==> src/rtl/uart_cmd_exec.sv <==
// rtl/uart_cmd_exec.sv - parses a received UART line in shared RAM and writes the response string.
// Optional 'L' (hex length) opcode is enabled by defining UART_CMD_LEN_EN.
module uart_cmd_exec #(
  parameter int WIDTH      = 8,
  parameter int LEN        = 256,
  parameter int RXSTR_BASE = 0,
  parameter int TXSTR_BASE = 128,
  localparam int AW        = $clog2(LEN)
) (
  input  logic             clk,
  input  logic             rst,
  input  logic             cmd_valid,
  input  logic [AW-1:0]    cmd_len,
  output logic             msg_valid,
  output logic [AW-1:0]    msg_len,
  output logic [AW-1:0]    addr,
  output logic [WIDTH-1:0] din,
  input  logic [WIDTH-1:0] dout,
  output logic             we
);

  typedef enum logic [2:0] {
    S_IDLE,
    S_OP_RD,
    S_OP_DEC,
    S_EXEC,
    S_CR,
    S_LF,
    S_DONE
  } state_t;

  localparam logic [AW-1:0] RX_A = AW'(RXSTR_BASE);
  localparam logic [AW-1:0] TX_A = AW'(TXSTR_BASE);
  localparam logic [AW-1:0] CAP  = AW'(LEN - TXSTR_BASE - 2);

  localparam logic [7:0] CH_E  = 8'h45;
  localparam logic [7:0] CH_R  = 8'h52;
  localparam logic [7:0] CH_U  = 8'h55;
  localparam logic [7:0] CH_L  = 8'h4C;
  localparam logic [7:0] CH_Q  = 8'h3F;
  localparam logic [7:0] CH_CR = 8'h0D;
  localparam logic [7:0] CH_LF = 8'h0A;

`ifdef UART_CMD_LEN_EN
  localparam bit LEN_OP_EN = 1'b1;
`else
  localparam bit LEN_OP_EN = 1'b0;
`endif

  state_t          state_q, state_d;
  logic [AW-1:0]   n_q, n_d;
  logic [AW-1:0]   m_q, m_d;
  logic [AW-1:0]   i_q, i_d;
  logic [AW-1:0]   k_q, k_d;
  logic [AW-1:0]   msg_len_q, msg_len_d;
  logic [7:0]      op_q, op_d;
  logic            phase_q, phase_d;

  logic [AW-1:0]   addr_c;
  logic [7:0]      wdat_c;
  logic            we_c;
  logic            msg_valid_c;
  logic [AW-1:0]   n_in;

  function automatic logic [7:0] xform(input logic [7:0] op, input logic [7:0] b);
    if (op == CH_U && b >= 8'h61 && b <= 8'h7A) return b - 8'h20;
    return b;
  endfunction

`ifdef UART_CMD_LEN_EN
  logic [7:0] n8;
  assign n8 = 8'(n_q);

  function automatic logic [7:0] hex_digit(input logic [3:0] v);
    return (v < 4'd10) ? (8'h30 + {4'h0, v}) : (8'h37 + {4'h0, v});
  endfunction
`endif

  // Payload length excludes the op byte and the terminator, floored at zero.
  assign n_in = (cmd_len > AW'(1)) ? (cmd_len - AW'(2)) : '0;

  always_comb begin
    state_d     = state_q;
    n_d         = n_q;
    m_d         = m_q;
    i_d         = i_q;
    k_d         = k_q;
    op_d        = op_q;
    phase_d     = phase_q;
    msg_len_d   = msg_len_q;
    addr_c      = '0;
    wdat_c      = '0;
    we_c        = 1'b0;
    msg_valid_c = 1'b0;

    case (state_q)
      S_IDLE: begin
        if (cmd_valid) begin
          n_d     = n_in;
          m_d     = (n_in > CAP) ? CAP : n_in;
          i_d     = '0;
          k_d     = '0;
          phase_d = 1'b0;
          state_d = (cmd_len > AW'(1)) ? S_OP_RD : S_CR;
        end
      end

      S_OP_RD: begin
        addr_c  = RX_A;
        state_d = S_OP_DEC;
      end

      S_OP_DEC: begin
        op_d = dout[7:0];
        if (dout[7:0] == CH_E || dout[7:0] == CH_R || dout[7:0] == CH_U) begin
          state_d = (m_q == '0) ? S_CR : S_EXEC;
        end else if (LEN_OP_EN && dout[7:0] == CH_L) begin
          state_d = S_EXEC;
        end else begin
          addr_c  = TX_A;
          wdat_c  = CH_Q;
          we_c    = 1'b1;
          k_d     = k_q + AW'(1);
          state_d = S_CR;
        end
      end

      S_EXEC: begin
`ifdef UART_CMD_LEN_EN
        if (op_q == CH_L) begin
          addr_c = TX_A + k_q;
          wdat_c = hex_digit(k_q[0] ? n8[3:0] : n8[7:4]);
          we_c   = 1'b1;
          k_d    = k_q + AW'(1);
          if (k_q[0]) state_d = S_CR;
        end else
`endif
        // Read phase addresses the payload byte; write phase stores it one cycle later.
        if (!phase_q) begin
          addr_c  = RX_A + AW'(1) + ((op_q == CH_R) ? (n_q - AW'(1) - i_q) : i_q);
          phase_d = 1'b1;
        end else begin
          addr_c  = TX_A + k_q;
          wdat_c  = xform(op_q, dout[7:0]);
          we_c    = 1'b1;
          k_d     = k_q + AW'(1);
          i_d     = i_q + AW'(1);
          phase_d = 1'b0;
          if (i_q + AW'(1) == m_q) state_d = S_CR;
        end
      end

      S_CR: begin
        addr_c  = TX_A + k_q;
        wdat_c  = CH_CR;
        we_c    = 1'b1;
        k_d     = k_q + AW'(1);
        state_d = S_LF;
      end

      S_LF: begin
        addr_c    = TX_A + k_q;
        wdat_c    = CH_LF;
        we_c      = 1'b1;
        msg_len_d = k_q + AW'(1);
        state_d   = S_DONE;
      end

      S_DONE: begin
        msg_valid_c = 1'b1;
        state_d     = S_IDLE;
      end

      default: state_d = S_IDLE;
    endcase
  end

  always_ff @(posedge clk) begin
    if (rst) begin
      state_q   <= S_IDLE;
      n_q       <= '0;
      m_q       <= '0;
      i_q       <= '0;
      k_q       <= '0;
      op_q      <= '0;
      phase_q   <= 1'b0;
      msg_len_q <= '0;
    end else begin
      state_q   <= state_d;
      n_q       <= n_d;
      m_q       <= m_d;
      i_q       <= i_d;
      k_q       <= k_d;
      op_q      <= op_d;
      phase_q   <= phase_d;
      msg_len_q <= msg_len_d;
    end
  end

  assign addr      = addr_c;
  assign din       = WIDTH'(wdat_c);
  assign we        = we_c;
  assign msg_valid = msg_valid_c;
  assign msg_len   = msg_len_q;

endmodule

==> config.mk <==
export PLATFORM = sky130hd
export DESIGN_NAME = uart_cmd_exec
export DESIGN_NICKNAME = d
export VERILOG_FILES = /design/src/rtl/uart_cmd_exec.sv
export SDC_FILE = /design/constraint.sdc
export NUM_CORES = 1
export LEC_CHECK = 0
export CAP_MARGIN = 40
export CORE_MARGIN = 3
export CORE_UTILIZATION = 56
export DETAILED_ROUTE_END_ITERATION = 10
export GPL_ROUTABILITY_DRIVEN = 0
export PLACE_DENSITY = 0.79
export SLEW_MARGIN = 20
export SYNTH_ARGS = -nofsm -noshare
export SYNTH_HDL_FRONTEND = slang
export SYNTH_SLANG_ARGS = --single-unit
==> constraint.sdc <==
create_clock -name clk -period 3.98 [get_ports clk]
set_input_delay 0.796 -clock clk [delete_from_list [all_inputs] [get_ports clk]]
set_output_delay 0.796 -clock clk [all_outputs]
set_load 0.05 [all_outputs]
# Yosys cells after proc, flatten, opt, wreduce, memory -nomap -nowiden
# Cells that the tools add are included.
[totals]
reg_bits = 52
inputBits = 19
out_inout_bits = 26
elab_cells = 84
[op_classes]
n_addsub = 8
order_cmp = 4
n_eq_ne = 16
mux = 34
n_reduce_logical = 14
[ops]
columns = ["operator", "count"]
rows = [
  ["two-way mux 8 bit", 12],
  ["one-hot mux 8 bit (4 select lines)", 2],
  ["equality test 8 x 7 -> 1 bit, second input constant", 5],
  ["one-hot mux 8 bit (3 select lines)", 1],
  ["two-way mux 3 bit", 6],
  ["one-hot mux 3 bit (6 select lines)", 1],
  ["adder 8 x 1 -> 8 bit, second input constant", 2],
  ["one-hot mux 8 bit (2 select lines)", 1],
  ["equality test 3 bit, second input constant", 3],
  ["adder 1 x 8 -> 8 bit, first input constant", 1],
  ["adder 8 bit, first input constant", 1],
  ["equality test 8 bit", 1],
  ["greater-or-equal comparator 8 x 7 -> 1 bit, second input constant", 1],
  ["greater-than comparator 8 x 1 -> 1 bit, second input constant", 1],
  ["greater-than comparator 8 x 7 -> 1 bit, second input constant", 1],
  ["<= comparator 8 x 7 -> 1 bit, second input constant", 1],
  ["logical NOT 8 bit", 1],
  ["two-way mux 1 bit", 8],
  ["inequality test 2 bit, second input constant", 4],
  ["subtractor 8 x 1 -> 8 bit, second input constant", 1],
  ["subtractor 8 x 2 -> 8 bit, second input constant", 1],
  ["subtractor 8 x 6 -> 8 bit, second input constant", 1],
  ["subtractor 8 bit", 1],
  ["equality test 3 x 2 -> 1 bit, second input constant", 2],
  ["other kinds (13)", 17],
]

# Depth between registers and ports, before layout
[logic_depth]
depth_word = 9
ltp_mapped = 11
depth_no_buf = 11

# Worst setup path before layout
# No wires, ideal clock.
[synth_path]
path_type = "register -> output"
start = "register i_q[0]"
end = "output port addr[6]"
arrival_time_ns = 3.089
required_ns = 3.184
slack_ns = 0.095
stages_incl_launch_ff = 12
n_path_buf = 0
path_cell_list = "dfxtp_1 -> inv_1 -> ha_1 -> inv_1 -> fa_1 -> nor2b_1 -> o21ai_0 -> a311oi_2 -> a32oi_1 -> nor3_1 -> xor2_1 -> o21ai_0"
[synth_via]
elab_chain_len = 5
[synth_rtl]
columns = ["item", "line", "text"]
rows = [
  ["start, declared", "53", "logic [AW-1:0] i_q, i_d;"],
  ["start signal, assigned", "192", "i_q <= i_d;"],
  ["subtractor 8 bit", "140", "addr_c = RX_A + AW'(1) + ((op_q == CH_R) ? (n_q - AW'(1) - i_q) : i_q);"],
  ["two-way mux 8 bit *", "140", ""],
  ["adder 1 x 8 -> 8 bit *", "140", ""],
  ["two-way mux 8 bit *", "139", "if (!phase_q) begin"],
  ["one-hot mux 8 bit (3 select lines) *", "96", "case (state_q)"],
  ["end, declared", "16", "output logic [AW-1:0] addr,"],
]
# Every way passes the cells marked *; elsewhere a longest branch is shown, timed or not.

# Worst setup path after layout
[layout_path]
start = "register i_q[0]"
end = "output port addr[7]"
# Same word-level chain as after synthesis.

==> summary.md <==
| Metric | Value |
|---|---|
| Number of CTS-inserted buffers | 5 |
| Synth Net Count | 492 |
| Reg clk slew, reported paths | 100 ps |
| Achievable Freq | 262 MHz |
| Post-Place Cells | 564 |
| Port Buffers | 44 |
| Total power | 2.37 mW |
| Post-synth EDFFs | 0 |
| DP Area | 4080 um2 |
| ANT cells | 0 |
| Final period util | 96.0% |
| Crit-path most repeated cell | inv_1 |
| Area contributors post-synth | dfxtp_1 (30%), nor2_1 (7.1%), a21oi_1 (6.5%), ha_1 (4.3%), o21ai_0 (4.0%) |
| Routed WL | 9260 um |
| Vias in the first global route | 3,356 |
| Unique masters post-synth | 60 |
| Slew HR | 48.1% |
| Post-synth top area cell | dfxtp_1 |
| DR iter-0 viols | 225 |
| CP max-delay cell | dfxtp_1 |
| DR pass1 iterations | 5 |
| Slew @ Worst Pin | 773 ps |
| Synth-to-layout area growth | 20.7% |
| Max Cap Violations | 0 |
| Sequential-to-total area share from yosys stat | 30.0% |
| Worst Path Required | 3180 ps |
| Vias per std cell | 6.12 |
| Max Slew Vio Count | 0 |
| DP HPWL | 7070 um |
| Worst hold path class | reg2reg |
| Layout cells sized above 1 | 8.85% |
| Initial antenna violation count | 0 |
| Cell Area, Synth | 3470 um2 |
| H-Tree Depth | 2 |
| FF+latch area | 1040 um2 |
| Slowest stage delay, CP | 450 ps |
| Top_reg_cell synth | dfxtp_1 |
| Power density over the cells | 565 nW/um2 |
| CTS tree | done |
| Ports | 45 |
| Cell count after synthesis | 460 |
| Setup_tns | 0 ps |
| Die height | 84.8 um |
| Hold Fails Final Rpt | 0 |
| Clock tree buffer depth | 2 |
| CP Launch Type | flip-flop |
| Post-route cell area | 4190 um2 |
| Final worst slack | 160 ps |
| Area taken by multi-input logic gates | 2290 um2 |
| Leak | 1.57 nW |
| Post-synth top cells | nor2_1 (66), dfxtp_1 (52), a21oi_1 (45), nand2_1 (37), o21ai_0 (28) |
| Most common cell in the netlist | nor2_1 |
| Crit. End Element | primary output |
| Die ar. | 7190 um2 |
| Average routed wire per standard cell | 16.2 um |
| TritonCTS Sinks | 52 |
| Worst-path fanout max | 6 |
| Die width | 84.8 um |
| Final min period | 3820 ps |
| Crit path arrival time | 3020 ps |
| Async SR Flop Fraction | 0% |
| Post-CTS setup buffer count | 0 |
| FILL cells | 508 |
| Total congestion overflow | 0 |
| Max IR drop VDD | 0.508 mV |
| Synth top area share | 30.0% |
| Global-route wire length before repair | 15,700 um |
| Hold Slack | 483 ps |
| Syn Area/Cell | 7.55 um2 |
| Core box area | 5960 um2 |
| Final Net Count | 528 |
| Endpoints failing setup | 0 |
| DP Worst Slack | 281 ps |
| RSZ-0062 raised after global routing | false |
| Status | finished, final reports clean |
| Worst Setup Path Type | reg2out |
| Yosys warnings | 0 |
| Setup Skew | 12.5 ps |
| CTS Root Cell | clkbuf_8 |
| Residual DRC | 0 |
| Finished Layout Cells | 572 |
| FP Rows | 28 |
| All-Layer GR Usage | 26.2% |
| Hold buffers post-CTS | 0 |
| Routed vias | 3,499 |
| Largest net degree at the start of global routing | 39 |
| Critical path, cell by cell | inv_1 > ha_1 > inv_1 > fa_1 > nor2b_1 > o31a_1 > o2111a_1 > nor3_2 > nor4_2 > xnor2_1 > o221ai_2 > buf_12 |
| Initial cell density of the core | 58.3% |
| Reg2reg setup slack | 1860 ps |
| Clock Latency Late Sink | 310 ps |
| #FFs+latches synth | 52 |
| Core Util, Final | 70.4% |
| Post-route ant nets | 0 |
==> report_power, final <==
part	total [mW]	switching [mW]	internal, mW
clock	0.325	0.197	0.128
combinational	1.37	0.816	0.550
sequential	0.679	0.0770	0.602
total	2.37	1.09	1.28
==> sequential cells by signal, summed over array words and instances, names as in the netlist <==
register / count
op_q: 8
phase_q: 1
m_q: 8
k_q: 8
state_q: 3
n_q: 8
i_q: 8
msg_len: 8
==> timing repair <==
action / in CTS / in global routing
pin swaps: 0 / 1
endpoints found under the hold margin: 0 / 0
resized for setup: 3 / 3
setup endpoints to repair: 3 / 2
==> path summary, 6_finish.rpt <==
path / start / endpoint / cells after the start
worst min-delay path: msg_len[1]$_SDFFE_PP0N_ / msg_len[1]$_SDFFE_PP0N_ / 2
worst min register to register: msg_len[1]$_SDFFE_PP0N_ / msg_len[1]$_SDFFE_PP0N_ / 2
worst max-delay path: i_q[0]$_SDFFE_PP0P_ / addr[7] / 12
worst max register to register: i_q[1]$_SDFFE_PP0P_ / state_q[1]$_SDFFE_PP0P_ / 7
==> placed cells by master, fill, tap and decap left out, drive strengths merged, types with 7 or more instances in the layout <==
cell	count
nor2	67
dfxtp	52
a21oi	45
nand2	38
o21ai	29
clkdlybuf4s50	28
buf	21
inv	19
nor3	18
nand3	16
a211oi	16
xor2	15
xnor2	14
ha	12
mux2i	11
and3	8
nor2b	7
or4	7
nor4	7
==> kinds of logic (layout without fill, tap and decap cells) <==
logic type,after synthesis,count (layout),synth area share (%)
simple gates,201,201,29.9
compound gates,113,113,19.9
flops,52,52,30.0
buf+inv,40,77,4.54
xor+xnor,29,29,7.31
fa+ha+maj,13,13,4.90
mux,12,12,3.49
==> layout make-up <==
class,count,area share [%]
inverter,18,1.61
sequential,52,24.8
multi-input combinational,368,54.7
clock buffer,5,1.64
tap,75,2.24
timing repair buffer,51,14.4
clock inverter,3,0.626
==> worst max-delay path: cells and delay by family (launching register included) <==
kind	cells	cell delay, ps
AOI/OAI and AO/OA	3	710
and+or+nand+nor	3	520
DFF	1	450
adders and majority gates	2	420
buffers and inverters	3	370
xor gates and xnor gates	1	250
==> layer usage <==
metal	GRT usage, %	vias to the layer above	wire length, um
met5	0	-	0
met4	9.35	0	217
met3	4.91	26	595
met2	44.1	139	4530
met1	33.4	1621	3920
li1	-	1713	-
(Power assumes the default switching activity.)
